`config.mk`:
```
export PLATFORM = sky130hd
export DESIGN_NAME = lockstep_divergence_monitor_flat
export DESIGN_NICKNAME = d
export VERILOG_FILES = /design/src/rtl/lockstep_divergence_monitor_if.sv /design/src/rtl/lockstep_divergence_monitor.sv /design/src/flat_wrapper.sv
export SDC_FILE = /design/constraint.sdc
export NUM_CORES = 1
export LEC_CHECK = 0
export BUFFER_PORTS_ARGS = -buffer_cell sky130_fd_sc_hd__buf_2
export CORE_ASPECT_RATIO = 1.2
export CORE_MARGIN = 4
export CORE_UTILIZATION = 40
export DETAILED_ROUTE_END_ITERATION = 12
export PLACE_DENSITY = 0.72
export SLEW_MARGIN = 20
export SYNTH_ARGS = -nofsm -noshare
export SYNTH_HDL_FRONTEND = slang
export SYNTH_SLANG_ARGS = --single-unit
```
`constraint.sdc`:
```
create_clock -name clock -period 2.55 [get_ports clock]
set_input_delay 0.765 -clock clock [delete_from_list [all_inputs] [get_ports clock]]
set_output_delay 0.765 -clock clock [all_outputs]
set_load 0.01 [all_outputs]
```
`src/rtl/lockstep_divergence_monitor_if.sv`:
```
// Observation bundle for the lockstep monitor: per-lane ROB enqueue and commit
// streams from the DUT and the variant core. Lane i instruction sits at [i*INST_W +: INST_W].
interface lockstep_divergence_monitor_if #(
  parameter int LANES  = 2,
  parameter int INST_W = 32
);
  logic [LANES-1:0]        dut_enq_valid;
  logic [LANES*INST_W-1:0] dut_enq_inst;
  logic [LANES-1:0]        vnt_enq_valid;
  logic [LANES*INST_W-1:0] vnt_enq_inst;
  logic [LANES-1:0]        dut_deq_valid;
  logic [LANES*INST_W-1:0] dut_deq_inst;
  logic [LANES-1:0]        vnt_deq_valid;
  logic [LANES*INST_W-1:0] vnt_deq_inst;

  // Harness side drives the streams.
  modport master (
    output dut_enq_valid, dut_enq_inst, vnt_enq_valid, vnt_enq_inst,
    output dut_deq_valid, dut_deq_inst, vnt_deq_valid, vnt_deq_inst
  );

  // Monitor side only observes.
  modport slave (
    input dut_enq_valid, dut_enq_inst, vnt_enq_valid, vnt_enq_inst,
    input dut_deq_valid, dut_deq_inst, vnt_deq_valid, vnt_deq_inst
  );
endinterface

```
`src/rtl/lockstep_divergence_monitor.sv`:
```
// Multi-lane lockstep comparator: latches the first DUT/variant enqueue divergence,
// then tracks both sides reaching the end-of-test marker, with an optional timeout.
module lockstep_divergence_monitor #(
  parameter int                 LANES     = 2,
  parameter int                 INST_W    = 32,
  parameter logic [INST_W-1:0]  DONE_INST = INST_W'(32'h00302013),
  parameter int                 TIMEOUT   = 4096,
  parameter int                 CNT_W     = 32,
  localparam int                LANE_W    = (LANES > 1) ? $clog2(LANES) : 1
) (
  input  logic                         clock,
  input  logic                         reset,
  lockstep_divergence_monitor_if.slave mon,
  output logic                         in_sync,
  output logic [CNT_W-1:0]             div_cycle,
  output logic [LANE_W-1:0]            div_lane,
  output logic                         dut_done,
  output logic                         vnt_done,
  output logic                         finished,
  output logic                         timed_out,
  output logic [2:0]                   state
);

  // Handshake: a valid bit qualifies its lane's instruction in that same cycle;
  // there is no ready, the monitor never backpressures either stream.
  typedef enum logic [2:0] {
    S_SYNC       = 3'd0,
    S_DIVERGED   = 3'd1,
    S_WAIT_OTHER = 3'd2,
    S_FINISHED   = 3'd3,
    S_TIMEOUT    = 3'd4
  } state_t;

  localparam bit               TO_EN   = (TIMEOUT > 0);
  localparam logic [CNT_W-1:0] TO_LAST = CNT_W'(TIMEOUT - 1);

  state_t              state_q, state_d;
  logic [CNT_W-1:0]    cycle_cnt;
  logic [CNT_W-1:0]    to_cnt;
  logic [LANES-1:0]    lane_mm;
  logic                any_mm;
  logic [LANE_W-1:0]   first_mm;
  logic                dut_hit, vnt_hit;
  logic                tracking;
  logic                to_expire;

  always_comb begin
    lane_mm  = '0;
    first_mm = '0;
    dut_hit  = 1'b0;
    vnt_hit  = 1'b0;
    // Descending scan so the lowest mismatching lane is the last one written.
    for (int i = LANES - 1; i >= 0; i--) begin
      lane_mm[i] = (mon.dut_enq_valid[i] != mon.vnt_enq_valid[i]) ||
                   (mon.dut_enq_valid[i] &&
                    (mon.dut_enq_inst[i*INST_W +: INST_W] != mon.vnt_enq_inst[i*INST_W +: INST_W]));
      if (lane_mm[i]) first_mm = LANE_W'(i);
      if (mon.dut_deq_valid[i] && (mon.dut_deq_inst[i*INST_W +: INST_W] == DONE_INST)) dut_hit = 1'b1;
      if (mon.vnt_deq_valid[i] && (mon.vnt_deq_inst[i*INST_W +: INST_W] == DONE_INST)) vnt_hit = 1'b1;
    end
  end

  assign any_mm   = |lane_mm;
  assign tracking = (state_q == S_DIVERGED) || (state_q == S_WAIT_OTHER);

  // Transitions look at the registered done flags, so completion shows one cycle after the flag.
  always_comb begin
    state_d   = state_q;
    to_expire = TO_EN && (to_cnt == TO_LAST);
    unique case (state_q)
      S_SYNC: begin
        if (any_mm) state_d = S_DIVERGED;
      end
      S_DIVERGED: begin
        if (dut_done && vnt_done)      state_d = S_FINISHED;
        else if (to_expire)            state_d = S_TIMEOUT;
        else if (dut_done || vnt_done) state_d = S_WAIT_OTHER;
      end
      S_WAIT_OTHER: begin
        if (dut_done && vnt_done) state_d = S_FINISHED;
        else if (to_expire)       state_d = S_TIMEOUT;
      end
      default: begin
        state_d = state_q;
      end
    endcase
  end

  always_ff @(posedge clock) begin
    if (!reset) begin
      state_q   <= S_SYNC;
      cycle_cnt <= '0;
      to_cnt    <= '0;
      div_cycle <= '0;
      div_lane  <= '0;
      dut_done  <= 1'b0;
      vnt_done  <= 1'b0;
    end else begin
      state_q <= state_d;
      if (cycle_cnt != '1) cycle_cnt <= cycle_cnt + CNT_W'(1);
      if ((state_q == S_SYNC) && any_mm) begin
        div_cycle <= cycle_cnt;
        div_lane  <= first_mm;
        to_cnt    <= '0;
      end
      if (tracking) begin
        if (dut_hit) dut_done <= 1'b1;
        if (vnt_hit) vnt_done <= 1'b1;
        if (TO_EN)   to_cnt   <= to_cnt + CNT_W'(1);
      end
    end
  end

  assign in_sync   = (state_q == S_SYNC);
  assign finished  = (state_q == S_FINISHED);
  assign timed_out = (state_q == S_TIMEOUT);
  assign state     = state_q;

endmodule

```
`src/flat_wrapper.sv`:
```
// flat-port wrapper written by rule: the top's interface ports become plain ports
module lockstep_divergence_monitor_flat 
#(
  parameter int                 LANES     = 2,
  parameter int                 INST_W    = 32,
  parameter logic [INST_W-1:0]  DONE_INST = INST_W'(32'h00302013),
  parameter int                 TIMEOUT   = 4096,
  parameter int                 CNT_W     = 32,
  localparam int                LANE_W    = (LANES > 1) ? $clog2(LANES) : 1
)
  (clock, reset, in_sync, div_cycle, div_lane, dut_done, vnt_done, finished, timed_out, state, mon_dut_enq_valid, mon_dut_enq_inst, mon_vnt_enq_valid, mon_vnt_enq_inst, mon_dut_deq_valid, mon_dut_deq_inst, mon_vnt_deq_valid, mon_vnt_deq_inst);
  lockstep_divergence_monitor_if #(.LANES(LANES), .INST_W(INST_W)) mon_i ();
  input  logic clock;
  input  logic reset;
  output logic in_sync;
  output logic [CNT_W-1:0] div_cycle;
  output logic [LANE_W-1:0] div_lane;
  output logic dut_done;
  output logic vnt_done;
  output logic finished;
  output logic timed_out;
  output logic [2:0] state;
  input wire logic [$bits(mon_i.dut_enq_valid)-1:0] mon_dut_enq_valid;
  input wire logic [$bits(mon_i.dut_enq_inst)-1:0] mon_dut_enq_inst;
  input wire logic [$bits(mon_i.vnt_enq_valid)-1:0] mon_vnt_enq_valid;
  input wire logic [$bits(mon_i.vnt_enq_inst)-1:0] mon_vnt_enq_inst;
  input wire logic [$bits(mon_i.dut_deq_valid)-1:0] mon_dut_deq_valid;
  input wire logic [$bits(mon_i.dut_deq_inst)-1:0] mon_dut_deq_inst;
  input wire logic [$bits(mon_i.vnt_deq_valid)-1:0] mon_vnt_deq_valid;
  input wire logic [$bits(mon_i.vnt_deq_inst)-1:0] mon_vnt_deq_inst;
  assign mon_i.dut_enq_valid = mon_dut_enq_valid;
  assign mon_i.dut_enq_inst = mon_dut_enq_inst;
  assign mon_i.vnt_enq_valid = mon_vnt_enq_valid;
  assign mon_i.vnt_enq_inst = mon_vnt_enq_inst;
  assign mon_i.dut_deq_valid = mon_dut_deq_valid;
  assign mon_i.dut_deq_inst = mon_dut_deq_inst;
  assign mon_i.vnt_deq_valid = mon_vnt_deq_valid;
  assign mon_i.vnt_deq_inst = mon_vnt_deq_inst;
  lockstep_divergence_monitor #(.LANES(LANES), .INST_W(INST_W), .DONE_INST(DONE_INST), .TIMEOUT(TIMEOUT), .CNT_W(CNT_W)) u_core (.clock(clock), .reset(reset), .mon(mon_i), .in_sync(in_sync), .div_cycle(div_cycle), .div_lane(div_lane), .dut_done(dut_done), .vnt_done(vnt_done), .finished(finished), .timed_out(timed_out), .state(state));
endmodule
```
==> results.md, run 1 <==
- The run finished with clean final reports.
- For this design the top-level I/O count stands at 307.
- The yosys synthesis warning count is 0.
- Headroom to the max-slew limit came out at 0.619.
- The placeable core region is about 14,000 µm².
- After the last flow step, the layout net total stands at 1,275.
- Of the cells placed in the final design, the portion with a size suffix greater than 1 is 0.348.
- The largest single stage delay on the critical path is between 0.3 and 0.4 ns.
- The synthesized net count is 967.
- The post-synthesis instance area is 5770 µm².
- The cell-internal power is ~2.9 mW.
- The worst hold path belongs to the class reg -> reg.
- The synthesized instance count is 699.
- The clock drives 102 sinks.
- The switching part of the total is 0.340.
- The source of the worst register-to-register timing path is u_core.to_cnt[1].
- Timing would allow up to 409 MHz.
- In the final layout, the multi-input gates occupy roughly 3600 µm².
- In this run the worst path has a maximum fanout of 32.
- Tracing the worst setup path back leads to its startpoint at mon_dut_enq_inst[1].
- IR analysis of the VDD net gives a maximum drop of 0.353 mV.
- The average instance in the mapped netlist occupies 8.26 µm².
- Dividing the final minimum period by the clock period gives 0.959.
- The worst setup path is launched from a primary input.
- The compound-gate portion of the synthesized area came to 0.0989.
- At the worst endpoint, the arrival time is approximately 2.7 ns.
- After synthesis the netlist holds a flip-flop and latch count of 102.
- The worst path needs roughly 2.4 ns of the cycle, external delays included.
- The fraction of the mapped netlist area in adder cells is 0.00434.
- The largest net degree at the start of global routing is 80.
- For this run, design rule violations remaining after detail routing come to 0.
- The actual transition at the worst max-transition pin is between 0.5 and 0.6 ns.
- Clock-pin slew was measured on the worst setup and hold paths at around 0.070 ns.
- CTS built an H-tree with a depth of 3.
- After the first detailed-routing iteration, the DRC count stood at 813.
- The number of input and output port buffers inserted is 306.
- Among all flip-flop cells after synthesis, the most frequent one is dfxtp_1.
- The sequential cells in the finished layout cover a total of 2040 µm².
- The final number of hold-violating endpoints is 0.
- In this run the most critical hold path is launched from u_core.div_cycle[8].
- The post-route setup TNS is 0 ns.
- The xor/xnor share of the synthesized area is 0.150.
- Setup repair after global routing left no endpoint under its margin.
- The worst setup slack after layout is 0.106 ns.
- Measured along the y axis, the die boundary spans 140 µm.
- The layout-stage area growth over the synthesis result is 36.2%.
- The number of buffers on the longest clock path is 2.
- The switching component of the power is roughly 1.5 mW.
- In the synthesized netlist the async set-or-reset flop fraction comes to 0.
- The number of buffers and inverters on the critical path is 2.
- At the end of routability-driven placement, the weighted congestion stood at 0.958.
- The detailed-placement wirelength estimate is 21,700 µm.
- The initial antenna violation count is 22.
- The first detailed-routing pass ran for 5 iterations.
- The total of endpoints with negative setup slack in the final report is 0.
- The number of nets still failing antenna checks after routing is 0.
- The leading cell type in the layout, fill and taps excluded is buf_2.
- The starting density of the core is 0.412.
- The total global-route track usage is 0.301.
- On the critical path, the stage with the largest delay is an instance of nor4_1.
- Of the total power, registers draw 0.381.
- The root buffer cell chosen for the clock tree is clkbuf_16.
- After detailed routing, the average wire length per cell comes to 21.4 µm.
- The path type of the worst setup path is in -> reg.
- The combinational share of power is 0.323.
- Buffers added to address setup during post-CTS repair amount to 0.
- STA classifies the critical path endpoint as a register.
- For this design the static power due to leakage is 3.20 nW.
- The vias per cell is 5.54.
- The worst-case setup slack after placement is -0.321 ns.
- After layout, the design draws a total of roughly 4.4 mW.
- The required time reported for the critical path endpoint is 2.82 ns.
- Buffers inserted during clock tree synthesis total 9.
- Of the total power, the clock network draws 0.296.
- The mux share of post-synthesis cell area is 0.0572.
- The global-route congestion overflow total is 0.
- In this design, the largest share of critical-path delay is due to compound AO/OA/AOI/OAI gates.
- The via count of the first global-routing pass is 6,166.
- The signal on the critical path passes through buf_2 -> xnor2_1 -> nand4_1 -> nor4_1 -> a31oi_1 -> a22oi_2 -> buf_12 -> mux2i_1.
- The count of standard-cell rows is 47.
- The main combinational cell family by area after synthesis is simple AND/OR/NAND/NOR gates.
- The synthesized design contains 0 enable-type register cells.
- The first-pass GRT wire length is between 30,000 and 40,000 µm.
- The number of inserted filler cells in the final layout is between 1,000 and 1,500.
- Of the total synthesized cell area, the portion taken by AND, OR, NAND and NOR gates is 0.302.
- The insertion delay of the later-clocked pin in the worst-skew pair is 0.35 ns.
- The max-cap check violation count is 0.
- The die footprint is 16,400 µm².
- The clock tree from TritonCTS is built.
- For this design the ratio of total power to cell area is about 560 nW/µm².
- The via count of the routed design is 6,630.
- Between clock sinks in the finished design, the worst skew comes to 0.0105 ns.
- The width of the die is 118 µm.
- The sequential area share after synthesis is 0.354.
- In the layout the commonest cells are buf_2 (306), dfxtp_1 (102), nand2_1 (99).
- The number of max-slew violations in the final report was 0.
- For this block, the routed nets add up to 25,600 µm of wire.
- The synthesized netlist contains between 50 and 60 unique library cells.
## stage by stage
step / instances / util / instance area (µm²) / hold slack (ns)
floorplan: 699 / - / 5770 / 0.432
global placement: 1167 / 0.539 / 7540 / 0.441
detailed placement: 1167 / 0.539 / 7540 / 0.450
CTS: 1183 / 0.558 / 7810 / 0.460
global route: 1185 / 0.560 / 7840 / 0.473
finish: 1196 / 0.562 / 7860 / 0.457
## cell type report
type | instances | share of cell area
Sequential cell | 102 | 0.260
Inverter | 10 | 0.00477
Clock inverter | 4 | 0.00414
Antenna cell | 13 | 0.00414
Tap cell | 171 | 0.0272
Multi-Input combinational cell | 557 | 0.452
Timing Repair Buffer | 327 | 0.218
Clock buffer | 12 | 0.0301
## registers in the layout (all words and copies together) (netlist names)
signal,cells
u_core.div_cycle,32
u_core.dut_done,1
u_core.div_lane,1
u_core.cycle_cnt,32
u_core.state,3
u_core.vnt_done,1
u_core.to_cnt,32
## final timing paths
check / slack [ns] / cells past startpoint / to
max: 0.11 / 8 / u_core.div_cycle[11]
min: 0.46 / 2 / u_core.div_cycle[8]
max reg2reg: 0.23 / 7 / u_core.state[1]
min reg2reg: 0.46 / 2 / u_core.div_cycle[8]
## synth_stat cells (2+ instances only)
| master | instances | area [µm²] |
|---|---|---|
| or4_1 | 5 | 37.5 |
| buf_2 | 4 | 20.0 |
| a21oi_1 | 23 | 115 |
| nor4b_1 | 9 | 78.8 |
| and4b_1 | 4 | 40.0 |
| and4_1 | 4 | 35.0 |
| xnor2_1 | 84 | 736 |
| a311oi_1 | 5 | 43.8 |
| o31ai_1 | 2 | 15.0 |
| mux2i_1 | 33 | 330 |
| dfxtp_1 | 102 | 2040 |
| inv_1 | 10 | 37.5 |
| a31oi_1 | 12 | 75.1 |
| and2_1 | 2 | 12.5 |
| or3_1 | 11 | 68.8 |
| nand4_1 | 37 | 231 |
| o21ai_0 | 27 | 135 |
| nor2_1 | 53 | 199 |
| nand3_1 | 24 | 120 |
| clkbuf_1 | 21 | 78.8 |
| nand2_1 | 99 | 372 |
| ha_1 | 2 | 25.0 |
| buf_6 | 5 | 56.3 |
| and3_1 | 7 | 43.8 |
| xor2_1 | 15 | 131 |
| nor3_1 | 40 | 200 |
| nor4_1 | 29 | 181 |
| nand2b_1 | 3 | 18.8 |
| a22o_1 | 3 | 26.3 |
| a211oi_1 | 3 | 22.5 |
## power groups by stage
| stage | Clock [mW] | Sequential (mW) | Combinational [mW] |
|---|---|---|---|
| after floorplan | 0 | 1.70 | 0.882 |
| after global placement | 0 | 1.71 | 1.39 |
| after detailed placement | 0 | 1.71 | 1.39 |
| after CTS | 1.32 | 1.67 | 1.39 |
| after global routing | 1.37 | 1.68 | 1.53 |
| final | 1.30 | 1.68 | 1.42 |
## worst register-to-register path, stage by stage, from the launching register on
cell       delay (ns)
dfxtp_1          0.39
ha_1             0.20
nand3_1          0.21
nor3_2           0.29
nand3_1          0.23
a2111oi_2        0.53
nor3_1           0.10
o2111a_1         0.24
## cells by family after synthesis
logic type	Yosys count
DFF	102
adders and majority gates	2
xor gates and xnor gates	99
and+or+nand+nor	335
AOI/OAI and AO/OA	88
muxes	33
buffers and inverters	40
## routing by layer
| metal | part of all wire | track usage | up-vias |
|---|---|---|---|
| met5 | 0.0034 | 0 | - |
| met2 | 0.40 | 0.416 | 389 |
| li1 | - | - | 3161 |
| met3 | 0.15 | 0.121 | 55 |
| met4 | 0.031 | 0.106 | 18 |
| met1 | 0.41 | 0.422 | 3007 |
## timing repair
| item | in CTS | in global routing |
|---|---|---|
| resized for setup | 0 | 3 |
| endpoints found under the hold margin | 0 | 0 |
| hold buffers | 0 | 0 |
| setup endpoints to repair | 0 | 63 |
Power figures use the tool's default switching activity.
==> inputs of run 2 (changes only) <==
GPL_TIMING_DRIVEN = 0   (was not set)
==> results.md, run 2 (synthesis results as in run 1) <==
- The clock group share of total power is 0.325 (+0.029).
- The delay of the slowest cell on the worst path is 0.49 ns (+0.15 ns).
- In the layout the commonest cells are buf_2 (309), dfxtp_1 (102), nand2_1 (99).
- The total of endpoints with negative setup slack in the final report is 0 (unchanged).
- The area of the multi-input gates is 3560 µm² (+0.32%).
- The number of input and output port buffers inserted was 305 (-0.33%).
- The leading cell type in the layout, fill and taps excluded is buf_2.
- The clock-pin slew on the worst setup and hold paths came to 0.07 ns (about the same).
- The endpoint of the worst hold path is u_core.div_cycle[17].
- The iteration count of the initial detailed-routing pass is 6 (+1).
- The source of the worst register-to-register timing path is u_core.state[0].
- The global-route congestion overflow total is 0 (unchanged).
- The total of hold buffers inserted after clock tree synthesis is 0 (unchanged).
- The worst setup slack after layout is 0.140 ns (+0.0339 ns).
- The final core utilization is 0.568 (+0.00599).
- The number of H-tree branching levels is 3 (unchanged).
- The final number of hold-violating endpoints is 0 (unchanged).
- The worst setup path is of the reg -> reg kind.
- The register share of total power is 0.356 (-0.025).
- The width of the die came to 118 µm (unchanged).
- The vertical die dimension is 140 µm (unchanged).
- The routability-driven placement congestion ratio came to 0.949 (-0.93%).
- The detailed-placement wirelength estimate was 21,900 µm (+0.85%).
- The placeable core region is 14,000 µm² (unchanged).
- The static leakage is 3.20 nW (about the same).
- The max-cap check violation count is 0 (unchanged).
- The run finished with clean final reports.
- The setup clock skew after layout is 0.00752 ns (-0.00303 ns).
- The cell-internal power is 3.19 mW (+10%).
- The power density over the cells is 588 nW/µm² (+5.1%).
- The initial DRC count is 712 (-12%).
- The vias per cell came to 5.43 (-2.0%).
- The die footprint is 16,400 µm² (unchanged).
- The starting density of the core is 0.412 (unchanged).
- The initial antenna violation count came to 36 (+64%).
- The CTS sink count is 102 (unchanged).
- The largest fanout on the critical path is 10 (-69%).
- The sort of element at the start of the critical path is a register.
- The switching component of the power is 1.48 mW (-1.0%).
- TritonCTS built the clock tree.
- The actual transition at the worst max-transition pin is 0.796 ns (+0.228 ns).
- The largest registers in the layout are u_core.cycle_cnt x32, u_core.div_cycle x32, u_core.to_cnt x32.
- The ratio of final minimum period to clock period is 0.945 (-0.0133).
- The start point of the worst hold path is u_core.div_cycle[17].
- The post-layout net count is 1,285 (+0.78%).
- The number of nets still failing antenna checks after routing is 0 (unchanged).
- Traced cell by cell, the critical path runs through buf_2 -> xor2_1 -> and2_1 -> clkbuf_1 -> buf_2 -> clkbuf_1 -> o21ai_0 -> a21oi_1.
- The via count of the first global-routing pass was 6,189 (+0.37%).
- The total power of the final layout is 4.67 mW (+6.3%).
- The critical path arrival is 2.69 ns (-0.03 ns).
- The combinational share of power came to 0.319 (-0.004).
- The share of post-route cells with drive strength above 1 is 0.338 (-0.0103).
- The upper clock frequency limit came to 415 MHz (+1.4%).
- The final routed wire length divided by cell count came to 21.1 µm (-1.3%).
- The number of buffers on the longest clock path is 2 (unchanged).
- Setup repair after global routing left no endpoint under its margin.
- The insertion delay of the later-clocked pin in the worst-skew pair came to 0.35 ns (about the same).
- The switching part of the total is 0.317 (-0.0234).
- The min-delay analysis places its worst path in the category reg -> reg.
- The number of cells on the worst reg-to-reg path came to 8 (+1).
- STA classifies the critical path endpoint as a register.
- The worst-path cell with the longest stage delay is clkbuf_1.
- The first-pass GRT wire length was 37,100 µm (-0.35%).
- The area occupied by registers is 2040 µm² (unchanged).
- Clock tree synthesis selected as its root buffer the cell clkbuf_16.
- The hold path depth is 2 (unchanged).
- The number of top-level pins is 307 (unchanged).
- The number of inserted filler cells in the final layout came to 1,348 (+0.15%).
- The worst-case setup slack after placement is -0.530 ns (-0.208 ns).
- The required time reported for the critical path endpoint is 2.83 ns (about the same).
- The number of max-slew violations in the final report came to 0 (unchanged).
- The worst-case headroom to the max-slew limit came to 0.464 (-0.154).
- The number of buffers and inverters on the critical path is 4 (+2).
- The time the worst path needs with I/O delays and setup came to 2.41 ns (-0.0339 ns).
- The count of standard-cell rows is 47 (unchanged).
- The layout-stage area growth over the synthesis result is 37.7%.
- The worst ir drop on vdd was 0.386 mV (+9.1%).
- Grouping stages by cell kind, the critical path spends the most delay in buffers and inverters.
- The total DRC errors in the routed layout is 0 (unchanged).
- The endpoint identified for the worst register-to-register timing path is u_core.to_cnt[13].
- The largest net degree at the start of global routing is 17 (-79%).
- The number of buffers created by CTS is 9 (unchanged).
- The total global-route track usage is 0.301 (-0.000462).
- The flop-to-flop setup slack is 0.14 ns (-0.09 ns).
- The via count of the routed design is 6,576 (-0.81%).
- The total length of routed wires was 25,600 µm (about the same).
-- run 2: cell types whose count changed in the layout (fill, tap and decap cells not counted), moves of 2 or more --
cell and delta:
buf_2 +3, buf_4 -18, clkbuf_8 +2, bufinv_16 +2
diode_2 +5, buf_6 +5, clkbuf_1 +18
-- run 2: final cells by class --
class                           count  share of cell area
Antenna cell                       18             0.00567
Inverter                           10             0.00472
Tap cell                          171              0.0269
Clock inverter                      5              0.0102
Timing Repair Buffer              307               0.196
Sequential cell                   102               0.257
Clock buffer                       11              0.0318
Multi-Input combinational cell    557               0.449
Buffer                             30              0.0195
-- run 2: worst max-delay path by stage --
stage / cells past startpoint / to / slack [ns] / startpoint
6_report: 8 / u_core.to_cnt[13] / 0.14 / u_core.state[0]
5_1_grt: 7 / u_core.state[0] / 0.01 / u_core.to_cnt[0]
4_1_cts: 5 / in_sync / 0.06 / u_core.state[0]
3_5_place_dp: 8 / u_core.div_cycle[21] / -0.53 / mon_vnt_enq_inst[1]
3_3_place_gp: 8 / u_core.div_cycle[22] / -0.55 / mon_vnt_enq_inst[1]
2_1_floorplan: 7 / u_core.div_cycle[10] / 0.27 / mon_vnt_enq_inst[38]
-- run 2: timing repair --
item                                   CTS  global route
endpoints found under the hold margin    0             0
pin swaps                                1             0
gates resized for setup                  0             4
setup endpoints to repair               30             9
setup buffers                            2             0
-- run 2: power by group through the flow --
| stage | registers [mW] | logic [mW] | clock network, mW |
|---|---|---|---|
| 4_1_cts | 1.66 | 1.47 | 1.53 |
| 5_1_grt | 1.67 | 1.59 | 1.60 |
| 2_1_floorplan | 1.70 | 0.882 | 0 |
| 6_report | 1.67 | 1.49 | 1.52 |
| 3_5_place_dp | 1.70 | 1.41 | 0 |
| 3_3_place_gp | 1.70 | 1.40 | 0 |
-- run 2: routing by layer --
| layer | share of wire | wire, µm | vias to the layer above | global-route usage |
|---|---|---|---|---|
| met1 | 0.40 | 10200 | 2946 | 0.408 |
| met2 | 0.41 | 10400 | 363 | 0.431 |
| met5 | 0.0061 | 155 | - | 0 |
| met3 | 0.17 | 4270 | 54 | 0.144 |
| li1 | - | - | 3185 | - |
| met4 | 0.020 | 522 | 28 | 0.0710 |
-- run 2: stage by stage --
stage	hold WS (ns)	cell area, µm²	instances	setup TNS (ns)
2_1_floorplan	0.432	5770	699	0
3_3_place_gp	0.441	7510	1175	-24.26
3_5_place_dp	0.448	7510	1175	-21.86
4_1_cts	0.457	7870	1193	0
5_1_grt	0.473	7910	1196	0
6_report	0.456	7950	1211	0
-- run 2: worst min-delay path, cell delays in order (launching register included) --
cell	delay (ns)
dfxtp_1	0.31
nand2_1	0.05
mux2i_1	0.05
